$ cat src/rtl/clk_div_pkg.sv
// ---------------------------------------------------------------------------
// clk_div_pkg
// Shared constants and types for the programmable clock divider.
//   CNT_W_DEF     : default counter / divisor width in bits
//   DIV_RESET_DEF : divisor loaded into every channel at reset
//   MIN_DIV       : smallest effective divisor (0 and 1 behave as this)
//   ch_state_e    : per-channel run state
// No ports (package).
// ---------------------------------------------------------------------------
package clk_div_pkg;

    localparam int          CNT_W_DEF     = 27;
    localparam int unsigned DIV_RESET_DEF = 100000000;
    localparam int          MIN_DIV       = 2;

    // IDLE: disabled, outputs held low.
    // ARM : enable seen once; the first period starts on the next edge.
    // RUN : counting 0..E-1.
    typedef enum logic [1:0] {
        CH_IDLE = 2'd0,
        CH_ARM  = 2'd1,
        CH_RUN  = 2'd2
    } ch_state_e;

endpackage

$ cat src/rtl/clk_div_channel.sv
// ---------------------------------------------------------------------------
// clk_div_channel
// One independent divider channel: counter, active/pending divisor and
// registered clk_out / tick generation.
// Optional feature macro: PROG_CLK_DIV_DUTY_EN (adds duty_value_i, a
// programmable high-phase length loaded alongside the divisor).
// Ports:
//   clk_in        : system clock, rising edge
//   rst_n         : asynchronous active-low reset
//   en_i          : run enable
//   load_i        : single-cycle divisor load strobe
//   div_value_i   : divisor captured on load_i
//   duty_value_i  : high-phase length captured on load_i (macro only)
//   pending_o     : a loaded divisor is waiting to be applied
//   clk_out_o     : registered divided clock
//   tick_o        : one-cycle pulse with each clk_out_o rising edge
// ---------------------------------------------------------------------------
module clk_div_channel
    import clk_div_pkg::*;
#(
    parameter int          CNT_W     = CNT_W_DEF,
    parameter int unsigned DIV_RESET = DIV_RESET_DEF
) (
    input  logic             clk_in,
    input  logic             rst_n,
    input  logic             en_i,
    input  logic             load_i,
    input  logic [CNT_W-1:0] div_value_i,
`ifdef PROG_CLK_DIV_DUTY_EN
    input  logic [CNT_W-1:0] duty_value_i,
`endif
    output logic             pending_o,
    output logic             clk_out_o,
    output logic             tick_o
);

    localparam logic [CNT_W-1:0] DIV_RESET_V = CNT_W'(DIV_RESET);
    localparam logic [CNT_W-1:0] MIN_DIV_V   = CNT_W'(MIN_DIV);
    localparam logic [CNT_W-1:0] ONE_V       = CNT_W'(1);

    ch_state_e        state_q;
    logic [CNT_W-1:0] cnt_q;
    logic [CNT_W-1:0] div_q;
    logic [CNT_W-1:0] pendDiv_q;
    logic             pend_q;
    logic             clk_q;
    logic             tick_q;
`ifdef PROG_CLK_DIV_DUTY_EN
    logic [CNT_W-1:0] duty_q;
    logic [CNT_W-1:0] pendDuty_q;
`endif

    logic [CNT_W-1:0] effDiv_d;
    logic [CNT_W-1:0] lastCnt_d;
    logic [CNT_W-1:0] highLen_d;
    logic [CNT_W-1:0] cntInc_d;
    logic             wrap_d;
    logic             apply_d;

    // Effective divisor, high-phase length and period boundary for the
    // period currently being generated. highLen_d is always >= 1, so the
    // first cycle of every period is high.
    always_comb begin
        effDiv_d  = (div_q < MIN_DIV_V) ? MIN_DIV_V : div_q;
        lastCnt_d = effDiv_d - ONE_V;
`ifdef PROG_CLK_DIV_DUTY_EN
        highLen_d = (duty_q == '0) ? ONE_V : duty_q;
        if (highLen_d > lastCnt_d) begin
            highLen_d = lastCnt_d;
        end
`else
        // Odd divisors give the extra cycle to the high phase.
        highLen_d = effDiv_d - (effDiv_d >> 1);
`endif
        cntInc_d  = cnt_q + ONE_V;
        wrap_d    = (cnt_q >= lastCnt_d);
        // A pending divisor is only applied at a period boundary while
        // running; any non-running edge is safe to apply on.
        apply_d   = pend_q && (!en_i || (state_q != CH_RUN) || wrap_d);
    end

    // Channel state machine, divisor bookkeeping and registered outputs.
    // The apply uses the old pending value, so a load landing on the wrap
    // edge is held for the following wrap.
    always_ff @(posedge clk_in or negedge rst_n) begin
        if (!rst_n) begin
            state_q    <= CH_IDLE;
            cnt_q      <= '0;
            div_q      <= DIV_RESET_V;
            pendDiv_q  <= '0;
            pend_q     <= 1'b0;
            clk_q      <= 1'b0;
            tick_q     <= 1'b0;
`ifdef PROG_CLK_DIV_DUTY_EN
            duty_q     <= '0;
            pendDuty_q <= '0;
`endif
        end else begin
            if (apply_d) begin
                div_q  <= pendDiv_q;
`ifdef PROG_CLK_DIV_DUTY_EN
                duty_q <= pendDuty_q;
`endif
            end

            if (load_i) begin
                pendDiv_q  <= div_value_i;
`ifdef PROG_CLK_DIV_DUTY_EN
                pendDuty_q <= duty_value_i;
`endif
                pend_q     <= 1'b1;
            end else if (apply_d) begin
                pend_q     <= 1'b0;
            end

            tick_q <= 1'b0;
            if (!en_i) begin
                state_q <= CH_IDLE;
                cnt_q   <= '0;
                clk_q   <= 1'b0;
            end else begin
                case (state_q)
                    CH_IDLE: begin
                        state_q <= CH_ARM;
                        cnt_q   <= '0;
                        clk_q   <= 1'b0;
                    end
                    CH_ARM: begin
                        state_q <= CH_RUN;
                        cnt_q   <= '0;
                        clk_q   <= 1'b1;
                        tick_q  <= 1'b1;
                    end
                    CH_RUN: begin
                        if (wrap_d) begin
                            cnt_q  <= '0;
                            clk_q  <= 1'b1;
                            tick_q <= 1'b1;
                        end else begin
                            cnt_q  <= cntInc_d;
                            clk_q  <= (cntInc_d < highLen_d);
                        end
                    end
                    default: begin
                        state_q <= CH_IDLE;
                        cnt_q   <= '0;
                        clk_q   <= 1'b0;
                    end
                endcase
            end
        end
    end

    assign pending_o = pend_q;
    assign clk_out_o = clk_q;
    assign tick_o    = tick_q;

endmodule

$ cat src/rtl/prog_clk_divider.sv
// ---------------------------------------------------------------------------
// prog_clk_divider
// NCH independent programmable clock dividers on a single system clock.
// The top only slices the per-channel buses; all logic is in
// clk_div_channel.
// Optional feature macro: PROG_CLK_DIV_DUTY_EN (adds port duty_value).
// Ports:
//   clk_in      : system clock, rising edge
//   rst_n       : asynchronous active-low reset
//   en          : per-channel run enable                   [NCH]
//   div_load    : per-channel divisor load strobe          [NCH]
//   div_value   : per-channel divisor, ch k at [k*CNT_W +: CNT_W]
//   duty_value  : per-channel high-phase length (macro only), same layout
//   div_pending : per-channel loaded divisor not yet applied [NCH]
//   clk_out     : per-channel registered divided clock     [NCH]
//   tick        : per-channel pulse on clk_out rising edge [NCH]
// ---------------------------------------------------------------------------
module prog_clk_divider
    import clk_div_pkg::*;
#(
    parameter int          NCH       = 4,
    parameter int          CNT_W     = CNT_W_DEF,
    parameter int unsigned DIV_RESET = DIV_RESET_DEF
) (
    input  logic                 clk_in,
    input  logic                 rst_n,
    input  logic [NCH-1:0]       en,
    input  logic [NCH-1:0]       div_load,
    input  logic [NCH*CNT_W-1:0] div_value,
`ifdef PROG_CLK_DIV_DUTY_EN
    input  logic [NCH*CNT_W-1:0] duty_value,
`endif
    output logic [NCH-1:0]       div_pending,
    output logic [NCH-1:0]       clk_out,
    output logic [NCH-1:0]       tick
);

    for (genvar k = 0; k < NCH; k++) begin : g_ch
        clk_div_channel #(
            .CNT_W     (CNT_W),
            .DIV_RESET (DIV_RESET)
        ) u_ch (
            .clk_in       (clk_in),
            .rst_n        (rst_n),
            .en_i         (en[k]),
            .load_i       (div_load[k]),
            .div_value_i  (div_value[k*CNT_W +: CNT_W]),
`ifdef PROG_CLK_DIV_DUTY_EN
            .duty_value_i (duty_value[k*CNT_W +: CNT_W]),
`endif
            .pending_o    (div_pending[k]),
            .clk_out_o    (clk_out[k]),
            .tick_o       (tick[k])
        );
    end

endmodule

$ cat config.mk
export PLATFORM = sky130hd
export DESIGN_NAME = prog_clk_divider
export DESIGN_NICKNAME = d
export VERILOG_FILES = /design/src/rtl/clk_div_pkg.sv /design/src/rtl/clk_div_channel.sv /design/src/rtl/prog_clk_divider.sv
export SDC_FILE = /design/constraint.sdc
export NUM_CORES = 1
export LEC_CHECK = 0
export CORE_MARGIN = 3
export CORE_UTILIZATION = 40
export DETAILED_ROUTE_END_ITERATION = 12
export HOLD_SLACK_MARGIN = 0.03
export PLACE_DENSITY_LB_ADDON = 0.25
export SYNTH_ARGS = -nofsm -noshare
export SYNTH_HDL_FRONTEND = slang
export SYNTH_SLANG_ARGS = --single-unit
$ cat constraint.sdc
create_clock -name clk_in -period 12.9 [get_ports clk_in]
set_input_delay 1.29 -clock clk_in [delete_from_list [all_inputs] [get_ports clk_in]]
set_output_delay 1.29 -clock clk_in [all_outputs]
set_load 0.005 [all_outputs]
==> flow_summary.yaml, run 1 <==
timing:
  layout_min_cycle_time_ns: 6.08
  tns_ns: 0
  hold_violations: 0
  final.period_utilization: 0.471
  skew_ns: 0.0176
  finalSetupViolCount: 0
  relSlewSlack: 0.365
  worst_pin_slew_ns: 0.952
  slew_violations: 0
  fin_hold_ws_ns: 0.473
  setup_ws_ns: 6.82
  fmax_mhz: 165
  rsz0062_at_grt: "no"
setup_path:
  rr_worst_depth: 20
  r2r-start: "g_ch[3].u_ch.div_q[11]"
  critPathCaptureType: "flop"
  cp.required_ns: 13.35
  worstPathArrival_ns: 6.52
  r2r_end: "g_ch[3].u_ch.div_q[1]"
  critPathKind: "reg2reg"
  start_kind: "flop"
  rrSetupSlack_ns: 6.82
  cp_max_fo: 27
final_layout:
  multi_input_area_um2: 19300
  layout.nets: 3735
  area_growth_pct: 11.6
  antennaDiodeCount: 0
  seqCellArea_um2: 8670
  final.fill_count: 6973
  drive_gt1_frac: 0.133
  final_core_util: 0.456
routing:
  ant_nets: 0
  drt_iter0_drc: 964
  post_drt_wl_per_cell_um: 16.7
  viasPerCell: 5.18
  dr_wl_met2_um: 30700
  drc: 0
  met1Wirelength_um: 33700
  drt_wl_total_um: 68700
  vias: 21214
  dr.pass1.iters: 5
  top_layer: "met4"
  wl_met3_um: 2290
clock_tree:
  ctsResizeCount: 0
  insertion_delay_ns: 0.58
  numCtsBuffers: 44
  clk_pin_slew_worst_paths_ns: 0.06
  cts_tree: "built"
  hold_buffers: 0
  clockBufferDepth: 3
  htreeDepth: 2
  clkSinkCount: 344
  cts_setup_buffers: 0
  clockRootBuffer: "clkbuf_16"
run:
  maxCapViolCount: 0
floorplan:
  initial_core_util: 0.409
  core_um2: 72200
  fp.dieArea_um2: 77100
  die_w_um: 278
  fp.dieH_um: 278
  num_rows: 98
  io-pin-count: 130
yosys:
  syn_inst: 3072
  async_flop_share: 1.00
  synth_top_area_frac: 0.251
  synth_cell_types: 94
  ys_ff_latch: 344
  avgSynthCellArea_um2: 9.60
  synth_edf_count: 0
  yosys_warnings: 0
  syn-cell-area_um2: 29500
  ys_seq_area_frac: 0.294
  synth.largest_area_cell: "dfrtp_1"
  synthesis.nets: 3694
  yosys-top-cells-area: "dfrtp_1 (25%), ha_1 (21%), mux2_2 (8.2%), xnor2_1 (6.7%), dfstp_2 (4.3%)"
  synthFlopType: "dfrtp_1"
placed_design:
  numPortBuffers: 129
  place_congestion: 0.913
  dp_hpwl_um: 54600
  preCtsSetupSlack_ns: 6.71
grt:
  grt_pass1_wl_um: 113000
  overflow: 0
  grt_pass1_vias: 21404
  grt_max_degree: 143
  grt_usage: 0.177
  antenna_found_initial: 0
pwr:
  power.density_nw_per_um2: 149
  peakVddDrop_v: 0.000105
  cellLeakagePower_nw: 15.4
hold_path:
  hp-class: "reg2reg"
  min-delay-start: "g_ch[0].u_ch.pendDiv_q[7]"
  min_path_cells: 1
  worstHoldEndpoint: "g_ch[0].u_ch.div_q[7]"
outcome:
  status: "finished clean"
[worst max-delay path by stage]
stage                     depth (start not counted)              startpoint  slack, ns                      to
final                                            20  g_ch[3].u_ch.div_q[11]       6.82   g_ch[3].u_ch.div_q[1]
after global routing                             20  g_ch[3].u_ch.div_q[11]       6.31   g_ch[3].u_ch.div_q[5]
after CTS                                        20  g_ch[3].u_ch.div_q[11]       6.70   g_ch[3].u_ch.div_q[1]
after detailed placement                         20  g_ch[3].u_ch.div_q[11]       6.71   g_ch[3].u_ch.div_q[1]
after global placement                           20  g_ch[3].u_ch.div_q[11]       6.69   g_ch[3].u_ch.div_q[2]
after floorplan                                  22  g_ch[2].u_ch.div_q[25]       8.27  g_ch[2].u_ch.cnt_q[10]
[cells in the mapped netlist (62+ instances only)]
master / count
inv_1: 250
ha_1: 500
nor2_1: 162
clkbuf_1: 109
nand3_1: 91
o21ai_0: 79
nand2_1: 126
nor2b_1: 134
xnor2_1: 226
a21oi_1: 131
dfrtp_1: 296
mux2_2: 215
a21o_1: 62
[flip-flops by register name, summed over array words and instances (netlist names)]
register / count
g_ch.u_ch.cnt_q: 108
g_ch.u_ch.tick_o: 4
g_ch.u_ch.div_q: 108
g_ch.u_ch.state_q: 8
g_ch.u_ch.clk_out_o: 4
g_ch.u_ch.pendDiv_q: 108
g_ch.u_ch.pending_o: 4
[per-layer routing]
| layer | vias up | global-route usage |
|---|---|---|
| met5 | - | 0 |
| met4 | 0 | 0.0535 |
| met3 | 94 | 0.0234 |
| met2 | 304 | 0.288 |
| met1 | 10023 | 0.246 |
| li1 | 10793 | - |
[area by class of cell]
type                    count  area share
flip-flops and latches    344       0.263
well taps                 950      0.0361
clock inverters            23     0.00676
repair buffers            140      0.0423
inverters                 251      0.0286
clock buffers              59      0.0382
multi-input cells        2332       0.585
[power by group]
group	leakage [nW]	total (mW)	switching [mW]	internal, mW
sequential	4.24	1.34	0.124	1.21
combinational	10.4	2.30	1.31	0.991
clock	0.728	1.26	0.507	0.749
total	15.4	4.89	1.94	2.95
[cells by family (layout without fill, tap and decap cells)]
logic type | count (synthesis) | in the layout | synth area share
mux | 227 | 227 | 0.0863
fa+ha+maj | 504 | 504 | 0.215
flops | 344 | 344 | 0.294
buf+inv | 396 | 473 | 0.0541
xor+xnor | 287 | 287 | 0.0852
simple gates | 796 | 796 | 0.144
compound gates | 518 | 518 | 0.122
[critical path, cell delays in order (launching register included)]
cell and delay (ns):
dfrtp_1 0.48, nor4_1 0.42, nand3_1 0.27, o21ai_0 0.58, ha_1 0.30, nand2b_1 0.17, a31o_2 0.18, a21oi_1 0.07
o21ai_0 0.34, a31oi_1 0.19, nor3_1 0.46, o21ai_0 0.18, xnor2_1 0.19, ha_1 0.27, and3_1 0.22, nand3_1 0.12
nor2_1 0.06, a31oi_1 0.35, a32oi_2 0.14, nand2_2 0.54, mux2_2 0.41
[cells in the final DEF, fill, tap and decap left out, types with 126 or more instances in the layout]
master	synthesis	layout
a21oi_1	131	131
clkdlybuf4s50_1	0	128
dfrtp_1	296	296
ha_1	500	500
inv_1	250	250
mux2_2	215	215
nand2_1	126	126
nor2_1	162	162
nor2b_1	134	134
xnor2_1	226	226
[per-stage QoR]
| step | cell area, µm² | std cells | power, mW |
|---|---|---|---|
| global placement | 31400 | 4017 | 3.63 |
| floorplan | 29500 | 3072 | 3.09 |
| global route | 32900 | 4099 | 5.32 |
| finish | 32900 | 4099 | 4.89 |
| detailed placement | 31400 | 4017 | 3.64 |
| CTS | 32900 | 4099 | 4.96 |
No activity file was read; power rests on OpenSTA's default activity.
==> run 2, diff against run 1 <==
Clock period 12.9 ns to 5.41 ns, I/O delays scaled along.
==> run 2 against run 1 <==
  * Power increased to 2.5 times the previous value
  * Sequential cell count is the same
  * Clock power increased to 2.6 times the previous value
  * Critical endpoint is now g_ch[1].u_ch.clk_out_o
  * Largest cell class unchanged
==> flow_summary.yaml, run 2 (synthesized netlist as in run 1, its figures left out) <==
final_layout:
  fin_area_um2: 34100
  layout_commonest_cell: "ha_1"
  area_growth_pct: 15.6
  final.fill_count: 6865
  layout.cells.most_common_list: "ha_1 (500), dfrtp_1 (296), inv_1 (250)"
  layout.nets: 3836
  multi_input_area_um2: 19500
  fin_cells: 4199
  drive_gt1_frac: 0.169
  antennaDiodeCount: 0
  seqCellArea_um2: 8670
  reg_top3: "g_ch.u_ch.cnt_q: 108 flops, g_ch.u_ch.div_q: 108 flops, g_ch.u_ch.pendDiv_q: 108 flops"
setup_path:
  worstPathArrival_ns: 5.59
  cp_max_fo: 4
  r2r_end: "g_ch[1].u_ch.clk_out_o"
  endpoint: "g_ch[1].u_ch.clk_out_o"
  start_kind: "flop"
  rrSetupSlack_ns: 0.29
  r2r-start: "g_ch[1].u_ch.div_q[25]"
  critPathKind: "reg2reg"
  cp.required_ns: 5.88
  critPathCaptureType: "flop"
  rr_worst_depth: 23
  startpoint: "g_ch[1].u_ch.div_q[25]"
pwr:
  power.density_nw_per_um2: 359
  power_frac_comb: 0.478
  peakVddDrop_v: 0.000235
  internal-power_mw: 7.47
  seq_power_share: 0.256
  power_frac_clock: 0.266
  swShare: 0.389
  p_switching_mw: 4.77
  total_power_mw: 12.2
  cellLeakagePower_nw: 16.0
outcome:
  status: "finished clean"
timing:
  hold_violations: 0
  skew_ns: 0.0181
  rsz0062_at_grt: "yes"
  slew_violations: 0
  relSlewSlack: 0.456
  fmax_mhz: 195
  final.period_utilization: 0.946
  layout_min_cycle_time_ns: 5.12
  finalSetupViolCount: 0
  tns_ns: 0
  setup_ws_ns: 0.290
  worst_pin_slew_ns: 0.816
placed_design:
  numPortBuffers: 129
  placed_cells: 4113
  preCtsSetupSlack_ns: -0.235
  dp_hpwl_um: 55700
  placed_area_um2: 32200
  place_congestion: 0.898
routing:
  vias: 21667
  post_drt_wl_per_cell_um: 16.6
  drt_wl_total_um: 69900
  drc: 0
  top_layer: "met4"
  ant_nets: 0
  drt_iter0_drc: 1128
  wl_met3_um: 2330
  dr_wl_met2_um: 31900
  dr.pass1.iters: 6
  viasPerCell: 5.16
  met1Wirelength_um: 33600
floorplan:
  num_rows: 98
  initial_core_util: 0.409
  io-pin-count: 130
  fp.dieArea_um2: 77100
  die_w_um: 278
  core_um2: 72200
  fp.dieH_um: 278
grt:
  grt_pass1_vias: 22077
  grt_max_degree: 108
  grt_usage: 0.180
  grt_pass1_wl_um: 115000
  antenna_found_initial: 0
  overflow: 0
clock_tree:
  clockBufferDepth: 3
  cts_tree: "built"
  clkSinkCount: 344
  htreeDepth: 2
  clk_pin_slew_worst_paths_ns: 0.06
  clockRootBuffer: "clkbuf_16"
  insertion_delay_ns: 0.58
  numCtsBuffers: 44
hold_path:
  min_path_cells: 1
  hp-class: "reg2reg"
run:
  maxCapViolCount: 0
==> run 2: cell types whose count changed in the layout (fill, tap and decap cells not counted), sizes merged <==
| cell | delta |
|---|---|
| buf | +100 |
| clkbuf | -8 |
| bufinv | +6 |
| clkinvlp | +4 |
| clkinv | -2 |
| dlygate4sd3 | +1 |
| inv | -1 |
==> run 2: power by group through the flow <==
stage          Clock (mW)  Combinational (mW)  Sequential [mW]
6_report             3.25                5.85             3.13
3_5_place_dp            0                5.75             3.17
3_3_place_gp            0                5.71             3.17
4_1_cts              3.37                5.81             3.13
5_1_grt              3.48                6.60             3.17
2_1_floorplan           0                4.28             3.10
==> run 2: area by class of cell <==
class,instances,area share
multi-input cells,2332,0.571
clock buffers,51,0.0349
flip-flops and latches,344,0.254
well taps,950,0.0349
inverters,251,0.0276
repair buffers,241,0.0654
clock inverters,30,0.0123
==> run 2: worst min-delay path by stage <==
stage                     slack (ns)                      to                       start
after floorplan                 0.25  g_ch[0].u_ch.clk_out_o                       rst_n
after detailed placement        0.48  g_ch[0].u_ch.div_q[11]  g_ch[0].u_ch.pendDiv_q[11]
after global placement          0.47  g_ch[0].u_ch.div_q[11]  g_ch[0].u_ch.pendDiv_q[11]
final                           0.48  g_ch[0].u_ch.div_q[11]  g_ch[0].u_ch.pendDiv_q[11]
after CTS                       0.49  g_ch[0].u_ch.div_q[11]  g_ch[0].u_ch.pendDiv_q[11]
after global routing            0.51  g_ch[1].u_ch.div_q[17]  g_ch[1].u_ch.pendDiv_q[17]
==> run 2: through the flow <==
step            util  hold slack, ns
2_1_floorplan      -           0.245
3_3_place_gp   0.446           0.469
3_5_place_dp   0.446           0.475
4_1_cts        0.469           0.489
5_1_grt        0.472           0.514
6_report       0.472           0.481
==> run 2: what timing repair did <==
| action | CTS | global route |
|---|---|---|
| pin swaps | 0 | 16 |
| resized for setup | 8 | 33 |
| hold buffers | 1 | 0 |
| endpoints found under the hold margin | 28 | 0 |
| buffers inserted | 0 | 4 |
| endpoints found under the setup margin | 2 | 222 |
==> run 2: worst max-delay path: stages, from the launching register on <==
cell       delay [ns]
dfrtp_1          0.42
nor4_2           0.35
nand4_1          0.13
buf_4            0.19
o21ai_0          0.24
buf_4            0.18
ha_1             0.16
inv_1            0.05
fa_1             0.38
nor2b_1          0.16
o21bai_1         0.16
a21oi_1          0.10
o21bai_2         0.19
o21ai_0          0.20
a41oi_2          0.34
o211ai_1         0.18
xor2_1           0.18
ha_1             0.31
nand4_1          0.12
nor2_1           0.19
and3_1           0.27
o211ai_1         0.21
o2111ai_1        0.18
o21bai_1         0.10
==> run 2: routing by layer <==
layer  vias up  track usage
met5         -            0
met4         0       0.0580
met3       106       0.0217
met2       343        0.299
met1     10250        0.245
li1      10968            -
==> run 3, diff against run 2 <==
Settings changed: SETUP_SLACK_MARGIN set to 0.5.
==> run 3 against run 2 <==
  * Global-route usage up 0.20 points
  * Largest power group unchanged
  * Register-to-register slack improved by 0.19 ns
  * Sequential power about the same
  * Maximum frequency is 3.8% higher
  * Sequential share of layout area down 1.3 points
  * Wire length is 4.2% higher
  * Setup slack gained 0.19 ns
  * Final area grew 5.5%
  * Clock power hardly changed
  * Clock-buffer cell count stayed put
  * Via count grew 1.9%
==> flow_summary.yaml, run 3 (synthesized netlist as in run 1, its figures left out) <==
floorplan:
  initial_core_util: 0.409
  num_rows: 98
  fp.dieArea_um2: 77100
  fp.dieH_um: 278
  core_um2: 72200
  die_w_um: 278
  io-pin-count: 130
setup_path:
  cp.required_ns: 5.88
  critPathKind: "reg2reg"
  start_kind: "flop"
  startpoint: "g_ch[0].u_ch.div_q[23]"
  worstPathArrival_ns: 5.40
  slowest_stage: "dfstp_2"
  cpPeakStageDelay_ns: 0.38
  crit_chain: "nor4_4 -> nand4_1 -> nor3_2 -> nor2_2 -> ha_2 -> nand2b_4 -> a31o_4 -> a21oi_2 -> o21ai_2 -> a311oi_2 -> nor2_1 -> nand2_1 -> xnor2_1 -> ha_1 -> a21o_1 -> a21o_1 -> a21oi_1 -> o21ai_1 -> a221oi_2 -> nand4_1 -> nand2_4 -> buf_6 -> buf_16 -> mux2_4"
  crit_family: "simple AND/OR/NAND/NOR gates"
  r2r-start: "g_ch[0].u_ch.div_q[23]"
  path_buf_inv: 2
  cp_max_fo: 5
  critPathCaptureType: "flop"
routing:
  dr.pass1.iters: 5
  viasPerCell: 5.18
  drt_iter0_drc: 1220
  drt_wl_total_um: 72800
  post_drt_wl_per_cell_um: 17.1
  ant_nets: 0
  drc: 0
  vias: 22078
timing:
  skew_ns: 0.0196
  worst_pin_slew_ns: 0.810
  setup_ws_ns: 0.479
  relSlewSlack: 0.453
  rsz0062_at_grt: "yes"
  final.period_utilization: 0.911
  hold_violations: 0
  slew_violations: 0
  layout_min_cycle_time_ns: 4.93
  finalSetupViolCount: 0
  fmax_mhz: 203
  fin_hold_ws_ns: 0.495
grt:
  overflow: 0
  grt_pass1_vias: 22258
  grt_usage: 0.182
  grt_max_degree: 108
  grt_pass1_wl_um: 116000
  antenna_found_initial: 0
pwr:
  seq_power_share: 0.246
  power_frac_comb: 0.501
  total_power_mw: 12.9
  internal-power_mw: 7.81
  peakVddDrop_v: 0.000231
  cellLeakagePower_nw: 16.7
  p_switching_mw: 5.05
  power.density_nw_per_um2: 358
  swShare: 0.392
  power_frac_clock: 0.254
final_layout:
  antennaDiodeCount: 0
  final.fill_count: 6656
  layout_commonest_cell: "ha_1"
  fin_area_um2: 36000
  multi_input_area_um2: 20600
  layout.cells.most_common_list: "ha_1 (490), dfrtp_1 (293), inv_1 (243)"
  area_growth_pct: 21.9
  layout.nets: 3898
  reg_top3: "g_ch.u_ch.cnt_q: 108 flops, g_ch.u_ch.div_q: 108 flops, g_ch.u_ch.pendDiv_q: 108 flops"
  drive_gt1_frac: 0.226
  final_core_util: 0.498
  seqCellArea_um2: 8670
placed_design:
  place_congestion: 0.898
  numPortBuffers: 129
  placed_area_um2: 32200
  preCtsSetupSlack_ns: -0.235
  dp_hpwl_um: 55700
clock_tree:
  insertion_delay_ns: 0.58
  clockBufferDepth: 3
  clkSinkCount: 344
  numCtsBuffers: 44
  cts_tree: "built"
  htreeDepth: 2
  clockRootBuffer: "clkbuf_16"
  clk_pin_slew_worst_paths_ns: 0.06
run:
  maxCapViolCount: 0
hold_path:
  hp-class: "reg2reg"
  min-delay-start: "g_ch[3].u_ch.pendDiv_q[16]"
outcome:
  status: "finished clean"
==> run 3: cell count changes in the layout (fill, tap and decap cells not counted), sizes merged <==
cell	change
buf	+54
clkbuf	+8
==> run 3: stage by stage <==
step           setup TNS (ns)  cells
2_1_floorplan               0   3072
3_3_place_gp           -0.358   4113
3_5_place_dp           -0.422   4113
4_1_cts                     0   4213
5_1_grt                     0   4261
6_report                    0   4261
==> run 3: power by group through the flow <==
| stage | logic [mW] | clock network (mW) | registers [mW] |
|---|---|---|---|
| 3_5_place_dp | 5.75 | 0 | 3.17 |
| 4_1_cts | 5.98 | 3.37 | 3.15 |
| 3_3_place_gp | 5.71 | 0 | 3.17 |
| 2_1_floorplan | 4.28 | 0 | 3.10 |
| 6_report | 6.44 | 3.26 | 3.16 |
| 5_1_grt | 7.19 | 3.48 | 3.20 |
==> run 3: worst paths after layout <==
check	slack (ns)	to	depth (start not counted)
min in group asynchronous	0.56	g_ch[1].u_ch.tick_o	2
hold / removal	0.49	g_ch[3].u_ch.div_q[16]	1
setup reg to reg	0.48	g_ch[0].u_ch.div_q[7]	24
max in group asynchronous	3.56	g_ch[0].u_ch.tick_o	3
hold reg to reg	0.49	g_ch[3].u_ch.div_q[16]	1
setup / recovery	0.48	g_ch[0].u_ch.div_q[7]	24
==> run 3: routing by layer <==
metal / vias to the layer above / wire (µm) / share of wire / track usage
met5: - / 0 / 0 / 0
met4: 0 / 2080 / 0.029 / 0.0582
met3: 108 / 2410 / 0.033 / 0.0217
met2: 329 / 33700 / 0.46 / 0.303
met1: 10511 / 34600 / 0.48 / 0.247
li1: 11130 / - / - / -
==> run 3: timing repair <==
item                       in CTS  in global routing
hold buffers                    1                  0
setup endpoints to repair     202                227
hold endpoints to repair       28                  0
cloned                          2                  9
gates resized for setup        89                221
pin swaps                      37                157
buffers inserted               16                 39
==> run 3: layout make-up <==
class / instances / share of cell area
inverter: 251 / 0.0263
clock inverter: 30 / 0.0116
tap: 950 / 0.0331
timing repair buffer: 303 / 0.0825
sequential: 344 / 0.241
multi-input combinational: 2332 / 0.572
clock buffer: 51 / 0.0331
==> RTL edit, RTL diff (config.mk and constraints of run 3) <==
Make the reset (`rst_n`) synchronous in one clocked block. Comments in the files are not updated.
--- a/src/rtl/clk_div_channel.sv
+++ b/src/rtl/clk_div_channel.sv
@@ -84,3 +84,3 @@
     // edge is held for the following wrap.
-    always_ff @(posedge clk_in or negedge rst_n) begin
+    always_ff @(posedge clk_in) begin
         if (!rst_n) begin
Check against the original RTL: differs if rst_n is asserted again (counterexample within 4 cycles, from zero or initial values and one cycle with rst_n low); with rst_n held inactive, the same outputs for 4 cycles.
==> RTL edit against run 3 <==
- final area decreased by 5.0%
- synthesized area decreased by 6.3%
- first-iteration DRC count decreased by 21%
- wire length decreased by 3.8%
- sequential share of layout area decreased by 3.9 points
- sequential cell count unchanged
- final cell count increased by 3.4%
- maximum frequency decreased by 8.1%
- die area decreased by 6.2%
- setup slack got worse by 0.43 ns
- highest routed layer is now met5
Power is not compared: it rests on default switching activity, and its combinational part moved more than twofold at a synthesized area within 25%.
==> RTL edit: results (changes against run 3) <==
- Final Skew: 0.0113 ns (-0.00833 ns)
- Synth Area in Adders: 23.3% (+1.8 points)
- Yosys cell types: 75 (-20%)
- Worst-skew pair later-pin latency: 0.56 ns (-0.02 ns)
- Reg-to-Reg End: g_ch[0].u_ch.clk_out_o
- Async SR Flop Fraction: 0% (-100 points)
- Worst vdd rail ir drop: around 0.25 mV
- Inverters: 243 (-3.2%)
- Final nets: 4,135 (+6.1%)
- Layout cells sized above 1: 14.9% (-7.8 points)
- Min-delay src: rst_n
- TritonCTS buffer count: 41 (-6.8%)
- Post-detail-place hpwl: 52,400 um (-5.9%)
- Slew headroom: 35.6% (-9.7 points)
- Synthesized area per cell: 8.47 um2 (-12%)
- Non-Filler Instances: 4,407 (+3.4%)
- Main flop type after synthesis: dfxtp_1
- Synth Area in Compound Gates: 12.7% (+0.54 points)
- Clock root buffer: clkbuf_16
- Placed instance area: 30,700 um2 (-4.8%)
- Worst-case hold path end point: g_ch[2].u_ch.div_q[15]
- # fillers: 6,305 (-5.3%)
- Seq/total area: 20.2% (-3.9 points)
- Avg Vias per Cell: 5.02 (-3.1%)
- Final min period: 5.36 ns (+0.433 ns)
- Post-Synth XOR/XNOR Area: 9.47% (+0.95 points)
- Global Route Usage Sum: 18.6% (+0.37 points)
- Crit path kind: reg2reg
- Syn Nets: 3,893 (+5.4%)
- Detailed router's first-iteration violation count: 962 (-21%)
- Mux cell area share after synthesis: 6.59% (-2.0 points)
- Outcome: finished, final reports clean
- Initial antenna violation count: 1 (+1)
- Dominant cells by area after synthesis: dfxtp_1 (25%), ha_1 (23%), xnor2_1 (7.7%)
- Part of the Yosys area used for sequential elements: 24.9% (-4.5 points)
- List of most frequent post-synthesis cells: ha_1 (508), dfxtp_1 (344), nor2_1 (321)
- CLK BUF: 48 (-5.9%)
- Post-CTS Resized: 107 (+20%)
- Hold slack: 0.416 ns (-0.0787 ns)
- Hold Crit Class: in2reg
- Final core occ: 50.4% (+0.66 points)
- Placed instance count: 4,249 (+3.3%)
- Final non-clock buffer share: 10.8% (+2.6 points)
- Clk tree area frac: 4.18% (-0.29 points)
- Gpl congestion: 0.845 (-5.9%)
- Hold path depth: 2 (+1)
- Fraction of area in multi-input gates: 58.9% (+1.7 points)
- Largest net degree at the start of global routing: 134 (+24%)
- Reg-to-reg startpoint: g_ch[0].u_ch.div_q[4]
- Avg WL per Cell: 15.9 um (-7.0%)
- First drt pass iteration count: 4 (-1)
- Multi-input gates: 2,495 (+7.0%)
- CP arrival: 5.80 ns (+0.40 ns)
- Cell count after synthesis: 3,263 (+6.2%)
- Pre-CTS WS: -0.483 ns (-0.248 ns)
- Global-route wire length before repair: 110,000 um (-5.4%)
- Via count of the first global-routing pass: 21,038 (-5.5%)
- Post-CTS setup buffer count: 44 (+28)
- Signal buffers: 380 (+25%)
- IO Port Bufs: 129 (unchanged)
==> RTL edit: cell types whose count changed after synthesis, sizes merged, moves of 48 or more <==
cell   change
dfxtp    +344
dfrtp    -296
nand2     +50
dfstp     -48
mux2i    +173
mux2     -218
nor2     +158
==> RTL edit: critical path, stage by stage, from the launching register on <==
cell and delay (ns):
dfxtp_2 0.33, nor4_4 0.27, buf_4 0.16, nand4_1 0.18, nor2_4 0.25, buf_6 0.12
a21oi_2 0.07, fa_2 0.36, o21ba_4 0.20, or4_4 0.42, o211ai_1 0.12, a31oi_2 0.14
o221a_2 0.33, o2111ai_2 0.20, and2_4 0.18, a211o_1 0.18, a21boi_1 0.09, xnor2_1 0.15
ha_1 0.31, nand4_1 0.14, nor2_2 0.21, nand2_2 0.10, nor4_4 0.19, o211ai_1 0.15
a21oi_2 0.16, or3_1 0.14, o21ai_1 0.07
==> RTL edit: layer usage <==
metal,GRT usage [%],wire length (um)
met3,2.35,2420
met2,29.5,30600
met1,26.9,35700
met5,0,12
met4,4.18,1250
